`config.mk`:
```
export PLATFORM = sky130hd
export DESIGN_NAME = dsp_pe_acc
export DESIGN_NICKNAME = d
export VERILOG_FILES = /design/src/rtl/dsp_pe_acc.sv
export SDC_FILE = /design/constraint.sdc
export NUM_CORES = 1
export LEC_CHECK = 0
export ABC_CLOCK_PERIOD_IN_PS = 4400
export CAP_MARGIN = 15
export CORE_UTILIZATION = 43
export DETAILED_ROUTE_END_ITERATION = 10
export GPL_TIMING_DRIVEN = 0
export PLACE_DENSITY = 0.66
export SYNTH_ARGS = -nofsm -noshare
export SYNTH_HDL_FRONTEND = slang
export SYNTH_SLANG_ARGS = --single-unit
```
`constraint.sdc`:
```
create_clock -name clk -period 4.4 [get_ports clk]
set_input_delay 1.32 -clock clk [delete_from_list [all_inputs] [get_ports clk]]
set_output_delay 1.32 -clock clk [all_outputs]
set_load 0.01 [all_outputs]
```
`src/rtl/dsp_pe_acc.sv`:
```
// Output-stationary MAC processing element: forwards weights east and packed activations south,
// accumulates LANES dot products, and hands saturated results to a separate vertical drain chain.
module dsp_pe_acc #(
  parameter int ACT_DW = 8,
  parameter int WGT_DW = 8,
  parameter int LANES  = 2,
  parameter int ACC_DW = 32,
  parameter int OUT_DW = 16,
  parameter int CNT_W  = 10
) (
  input  logic                      clk,
  input  logic                      rst_n,
  input  logic [CNT_W-1:0]          k_len,
  input  logic                      clr,
  input  logic [WGT_DW-1:0]         left_in,
  input  logic                      left_vld,
  output logic [WGT_DW-1:0]         right_out,
  output logic                      right_vld,
  input  logic [LANES*ACT_DW-1:0]   top_in,
  input  logic                      top_vld,
  output logic [LANES*ACT_DW-1:0]   bottom_act,
  output logic                      bottom_act_vld,
  input  logic                      drain,
  input  logic [LANES*OUT_DW-1:0]   psum_in,
  input  logic                      psum_in_vld,
  output logic [LANES*OUT_DW-1:0]   psum_out,
  output logic                      psum_out_vld,
  output logic                      res_full,
  output logic                      ovf_err
);

  localparam int PROD_W = ACT_DW + WGT_DW;
  localparam logic signed [ACC_DW-1:0] SAT_HI = {{(ACC_DW-OUT_DW+1){1'b0}}, {(OUT_DW-1){1'b1}}};
  localparam logic signed [ACC_DW-1:0] SAT_LO = {{(ACC_DW-OUT_DW+1){1'b1}}, {(OUT_DW-1){1'b0}}};

  function automatic logic [OUT_DW-1:0] sat(input logic signed [ACC_DW-1:0] v);
    logic [OUT_DW-1:0] r;
    if (v > SAT_HI)      r = SAT_HI[OUT_DW-1:0];
    else if (v < SAT_LO) r = SAT_LO[OUT_DW-1:0];
    else                 r = v[OUT_DW-1:0];
    return r;
  endfunction

  logic [WGT_DW-1:0]        right_out_q;
  logic                     right_vld_q;
  logic [LANES*ACT_DW-1:0]  bottom_act_q;
  logic                     bottom_vld_q;
  logic [CNT_W-1:0]         k_cnt_q, k_cnt_d, k_last;
  logic                     fire, is_last;
  logic                     vld_p0_q, last_p0_q;
  logic                     vld_p1_q, last_p1_q;
  logic signed [PROD_W-1:0] prod_p1_d [LANES];
  logic signed [PROD_W-1:0] prod_p1_q [LANES];
  logic signed [ACC_DW-1:0] sum_p2    [LANES];
  logic signed [ACC_DW-1:0] acc_q     [LANES];
  logic [LANES*OUT_DW-1:0]  result_p2;
  logic                     cmpl_p2;
  logic [LANES*OUT_DW-1:0]  buf_q, buf_d, psum_out_q, psum_out_d;
  logic                     res_full_q, res_full_d, psum_vld_q, psum_vld_d, ovf_q, ovf_d;

  assign fire    = left_vld & top_vld;
  assign k_last  = (k_len == '0) ? '0 : k_len - 1'b1;
  assign is_last = (k_cnt_q >= k_last);

  always_comb begin
    k_cnt_d = k_cnt_q;
    if (clr)       k_cnt_d = '0;
    else if (fire) k_cnt_d = is_last ? '0 : k_cnt_q + 1'b1;
  end

  // Products are formed from the forwarded operand registers, one cycle after the fire.
  always_comb begin
    for (int l = 0; l < LANES; l++) begin
      prod_p1_d[l] = PROD_W'($signed(bottom_act_q[l*ACT_DW +: ACT_DW])) *
                     PROD_W'($signed(right_out_q));
    end
  end

  always_comb begin
    result_p2 = '0;
    for (int l = 0; l < LANES; l++) begin
      sum_p2[l] = acc_q[l] + ACC_DW'(prod_p1_q[l]);
      result_p2[l*OUT_DW +: OUT_DW] = sat(sum_p2[l]);
    end
  end

  assign cmpl_p2 = vld_p1_q & last_p1_q & ~clr;

  // A completion coinciding with a drain wins the buffer; the incoming chain word is lost.
  always_comb begin
    buf_d      = buf_q;
    res_full_d = res_full_q;
    psum_out_d = psum_out_q;
    psum_vld_d = 1'b0;
    ovf_d      = ovf_q;
    if (drain) begin
      psum_out_d = buf_q;
      psum_vld_d = res_full_q;
      buf_d      = psum_in;
      res_full_d = psum_in_vld;
    end
    if (cmpl_p2) begin
      buf_d      = result_p2;
      res_full_d = 1'b1;
      if (drain ? psum_in_vld : res_full_q) ovf_d = 1'b1;
    end
    if (clr) ovf_d = 1'b0;
  end

  always_ff @(posedge clk or negedge rst_n) begin
    if (!rst_n) begin
      right_out_q  <= '0;
      right_vld_q  <= 1'b0;
      bottom_act_q <= '0;
      bottom_vld_q <= 1'b0;
      k_cnt_q      <= '0;
      vld_p0_q     <= 1'b0;
      last_p0_q    <= 1'b0;
      vld_p1_q     <= 1'b0;
      last_p1_q    <= 1'b0;
      for (int l = 0; l < LANES; l++) begin
        prod_p1_q[l] <= '0;
        acc_q[l]     <= '0;
      end
      buf_q        <= '0;
      res_full_q   <= 1'b0;
      psum_out_q   <= '0;
      psum_vld_q   <= 1'b0;
      ovf_q        <= 1'b0;
    end else begin
      // p0: operand capture and fire tagging
      right_out_q  <= left_in;
      right_vld_q  <= left_vld;
      bottom_act_q <= top_in;
      bottom_vld_q <= top_vld;
      k_cnt_q      <= k_cnt_d;
      vld_p0_q     <= fire & ~clr;
      last_p0_q    <= is_last;
      // p1: product register
      vld_p1_q     <= vld_p0_q & ~clr;
      last_p1_q    <= last_p0_q;
      for (int l = 0; l < LANES; l++) prod_p1_q[l] <= prod_p1_d[l];
      // p2: accumulate, or retire into the result buffer
      for (int l = 0; l < LANES; l++) begin
        if (clr)                      acc_q[l] <= '0;
        else if (vld_p1_q)            acc_q[l] <= last_p1_q ? '0 : sum_p2[l];
      end
      buf_q        <= buf_d;
      res_full_q   <= res_full_d;
      psum_out_q   <= psum_out_d;
      psum_vld_q   <= psum_vld_d;
      ovf_q        <= ovf_d;
    end
  end

  assign right_out      = right_out_q;
  assign right_vld      = right_vld_q;
  assign bottom_act     = bottom_act_q;
  assign bottom_act_vld = bottom_vld_q;
  assign psum_out       = psum_out_q;
  assign psum_out_vld   = psum_vld_q;
  assign res_full       = res_full_q;
  assign ovf_err        = ovf_q;

endmodule

```
==> impl_metrics.toml <==
[yosys]
synth_area_sq_um = 17230
ys_ff_latch = 203
synth_top_flop_cell = "dfrtp_1"
synth_common_cells = "nand2_1 (215), inv_1 (208), dfrtp_1 (203)"
netlist.area_leader.share_pct = 29.48
netlist.top_cell.by_area = "dfrtp_1"
ys_async_sr_fraction_pct = 100.0
synth_cell_type_count = 88
synth-edff-count = 0
yosysMostFrequentCell = "nand2_1"
synth_nets = 2166
seq_area_frac_synth_pct = 29.48
synth.area.top_cells = "dfrtp_1 (29%), fa_1 (13%), ha_1 (9.6%)"
syn_area_per_cell_sq_um = 9.321
yosysWarnings = 0
syn_inst = 1849

[global_route]
grt_util_met2_pct = 41.07
grtUsageMet1_pct = 28.88
overflow = 0
grt_pass1_vias = 15060
grt_max_degree = 113
met3_usage_pct = 2.354
antenna_found_initial = 0
track_usage_pct = 22.97
grt.busiest_layer = "met2"
grt_pass1_wl_um = 76190

[setup_path]
crit_family = "adder cells"
rrSetupSlack_ns = -0.11
cp_slowest_cell = "fa_1"
path_common_cell = "fa_1"
worstSetupPathType = "flop to flop"
cp-start-kind = "flop"
cp_max_fo = 7
cp_num_buf_inv = 3
cp.arrival_ns = 4.96
cp-end-kind = "flop"
crit_required_ns = 4.85
crit_start = "right_out[7]"
r2r_start = "right_out[7]"
slowest_delay_ns = 0.57
worstPathCellList = "inv_2 -> nor2_1 -> fa_1 -> fa_1 -> fa_1 -> inv_1 -> fa_1 -> inv_1 -> ha_4 -> a21boi_2 -> o21ai_1 -> nand2_1 -> a21o_1 -> a21o_1 -> a21o_1 -> a21oi_2 -> xnor2_1"

[floorplanning]
pin_count = 134
die_area_sq_um = 40880
die_x_um = 202.2
fp-row-count = 72
start_util_pct = 44.08
die_h_um = 202.2
core_area_sq_um = 39100

[placement]
gp_congestion = 0.9312
place_inst = 2499
place_area_sq_um = 19440
hpwl_um = 35260
io_buffers = 131

[layout]
nets = 2369
final-instance-count-excl-fill = 2584
final_cell_area_sq_um = 20720
diodes = 0
syn_to_final_growth_pct = 20.20
fillerInstances = 3529
utilization_pct = 52.99
drive_above_1_share_pct = 13.26

[power_and_ir_drop]
netSwitchingFraction_pct = 42.74
powerDensity_nw_per_um2 = 492.1
cellLeakagePower_nw = 9.566
switching_power_w = 0.004357
total_power_w = 0.01019
p_int_w = 0.005837
power_frac_seq_pct = 24.5
power.share.combinational_pct = 56.2
peakVddDrop_mv = 0.3598
clkPwrFrac_pct = 19.3

[clock_tree]
cts_sinks = 203
clk_latency_ns = 0.53
path_clk_slew_ns = 0.06
cts_root_buf = "clkbuf_16"
htree_levels = 1
cts_hold_buf = 0
numCtsBuffers = 25
cts_tree = "built"
clock_path_buffers = 3

[sta]
min_period_ns = 4.513
rsz0062_at_grt = "yes"
fmax_mhz = 221.6
fin_hold_ws_ns = 0.3530
worst_pin_slew_ns = 0.8335
timing.final.ws_setup_ns = -0.1126
fin_crit_sh_pct = 102.6
maxSlewViolCount = 0
slew-limit-headroom_pct = 44.43
finalSetupViolCount = 4
fin_worst_skew_ns = 0.01532
hold_violations = 0

[drt]
drc = 0
drt_iter0_markers = 775
wl_per_cell_um = 17.69
vias_per_cell = 5.574
drtAntennaViolNets = 0
num_vias = 14404
drtPass1Iterations = 6
wl_um = 45720

[outcome]
violations = "setup timing"
status = "finished, violations left"

[job]
drv_cap = 0

[worst_hold_path]
min_from = "last_p0_q"
hold_path.class = "flop to flop"
## worst paths after layout
| check | to | depth (start not counted) |
|---|---|---|
| worst max-delay path | prod_p1_q[14] | 17 |
| max in group asynchronous | acc_q[51] | 2 |
| worst min register to register | last_p1_q | 0 |
| worst min-delay path | last_p1_q | 0 |
| min in group asynchronous | bottom_act[14] | 1 |
| worst max register to register | prod_p1_q[14] | 17 |
## stage by stage
| stage | setup slack [ns] | TNS [ns] |
|---|---|---|
| finish | -0.1126 | -0.3205 |
| global route | -0.3112 | -2.340 |
| CTS | -0.1814 | -0.4715 |
| detailed placement | -0.8860 | -11.36 |
| global placement | -7.381 | -1368.51 |
| floorplan | -0.1397 | -0.7220 |
## layer usage
metal,vias up,part of all wire [%]
met1,7181,43
met2,298,51
met5,-,0
met4,0,3.1
met3,84,3.5
li1,6841,-
## cell families after synthesis
logic type,after synthesis,synth area share [%]
and+or+nand+nor,577,16.86
AOI/OAI and AO/OA,427,17.89
buffers and inverters,272,6.149
adders and majority gates,244,22.59
DFF,203,29.48
xor gates and xnor gates,71,3.608
muxes,55,3.427
## registers in the layout, indices dropped and copies added, names as in the netlist
register	cells
acc_q	64
buf_q	32
prod_p1_q	32
psum_out	32
bottom_act	16
k_cnt_q	10
right_out	8
bottom_act_vld	1
last_p0_q	1
last_p1_q	1
ovf_err	1
psum_out_vld	1
res_full	1
right_vld	1
vld_p0_q	1
vld_p1_q	1
## worst reg2reg max path: stages (launching register included)
cell and delay, ns:
dfrtp_2 0.47, inv_2 0.17, nor2_1 0.09, fa_1 0.57, fa_1 0.45, fa_1 0.55
inv_1 0.05, fa_1 0.52, inv_1 0.08, ha_4 0.25, a21boi_2 0.16, o21ai_1 0.13
nand2_1 0.10, a21o_1 0.18, a21o_1 0.19, a21o_1 0.19, a21oi_2 0.14, xnor2_1 0.13
## cell type report
type                            instances  area, sq um  share of cell area, %
Buffer                                 63        372.9                  1.800
Clock buffer                           33        695.7                  3.358
Clock inverter                          8        80.08                 0.3865
Inverter                              208        783.3                  3.781
Multi-Input combinational cell       1374        11360                  54.82
Sequential cell                       203         5107                  24.65
Tap cell                              518        648.1                  3.129
Timing Repair Buffer                  177         1672                  8.069
## power by group through the flow
stage | combinational, W | sequential [W] | clock, W
finish | 0.00572 | 0.00250 | 0.00197
global route | 0.00644 | 0.00254 | 0.00209
CTS | 0.00562 | 0.00250 | 0.00201
detailed placement | 0.00543 | 0.00254 | 0
global placement | 0.00534 | 0.00254 | 0
floorplan | 0.00403 | 0.00247 | 0
## cells in the final DEF (no fill, tap or decap), types with 17 or more instances in the layout
master / n
nand4_1: 24
inv_1: 197
buf_4: 42
and2_1: 80
clkbuf_16: 26
clkdlybuf4s50_1: 121
mux2i_1: 23
a22o_1: 37
o21ai_0: 80
nor2_1: 87
nand2_1: 212
nand2b_1: 17
dfrtp_2: 22
ha_1: 122
nor3_1: 29
a21o_1: 32
mux2_2: 32
xnor2_1: 46
dfrtp_1: 181
clkbuf_1: 45
xor2_1: 25
fa_1: 108
o2111ai_1: 17
nand3_1: 39
a21oi_1: 69
## timing repair
item / 4_1_cts / 5_1_grt
pin swaps: 27 / 45
gates cloned: 2 / 0
resized for setup: 50 / 42
buffers inserted: 36 / 7
endpoints found under the setup margin: 19 / 42
hold endpoints to repair: 0 / 0
(Power assumes the default switching activity.)
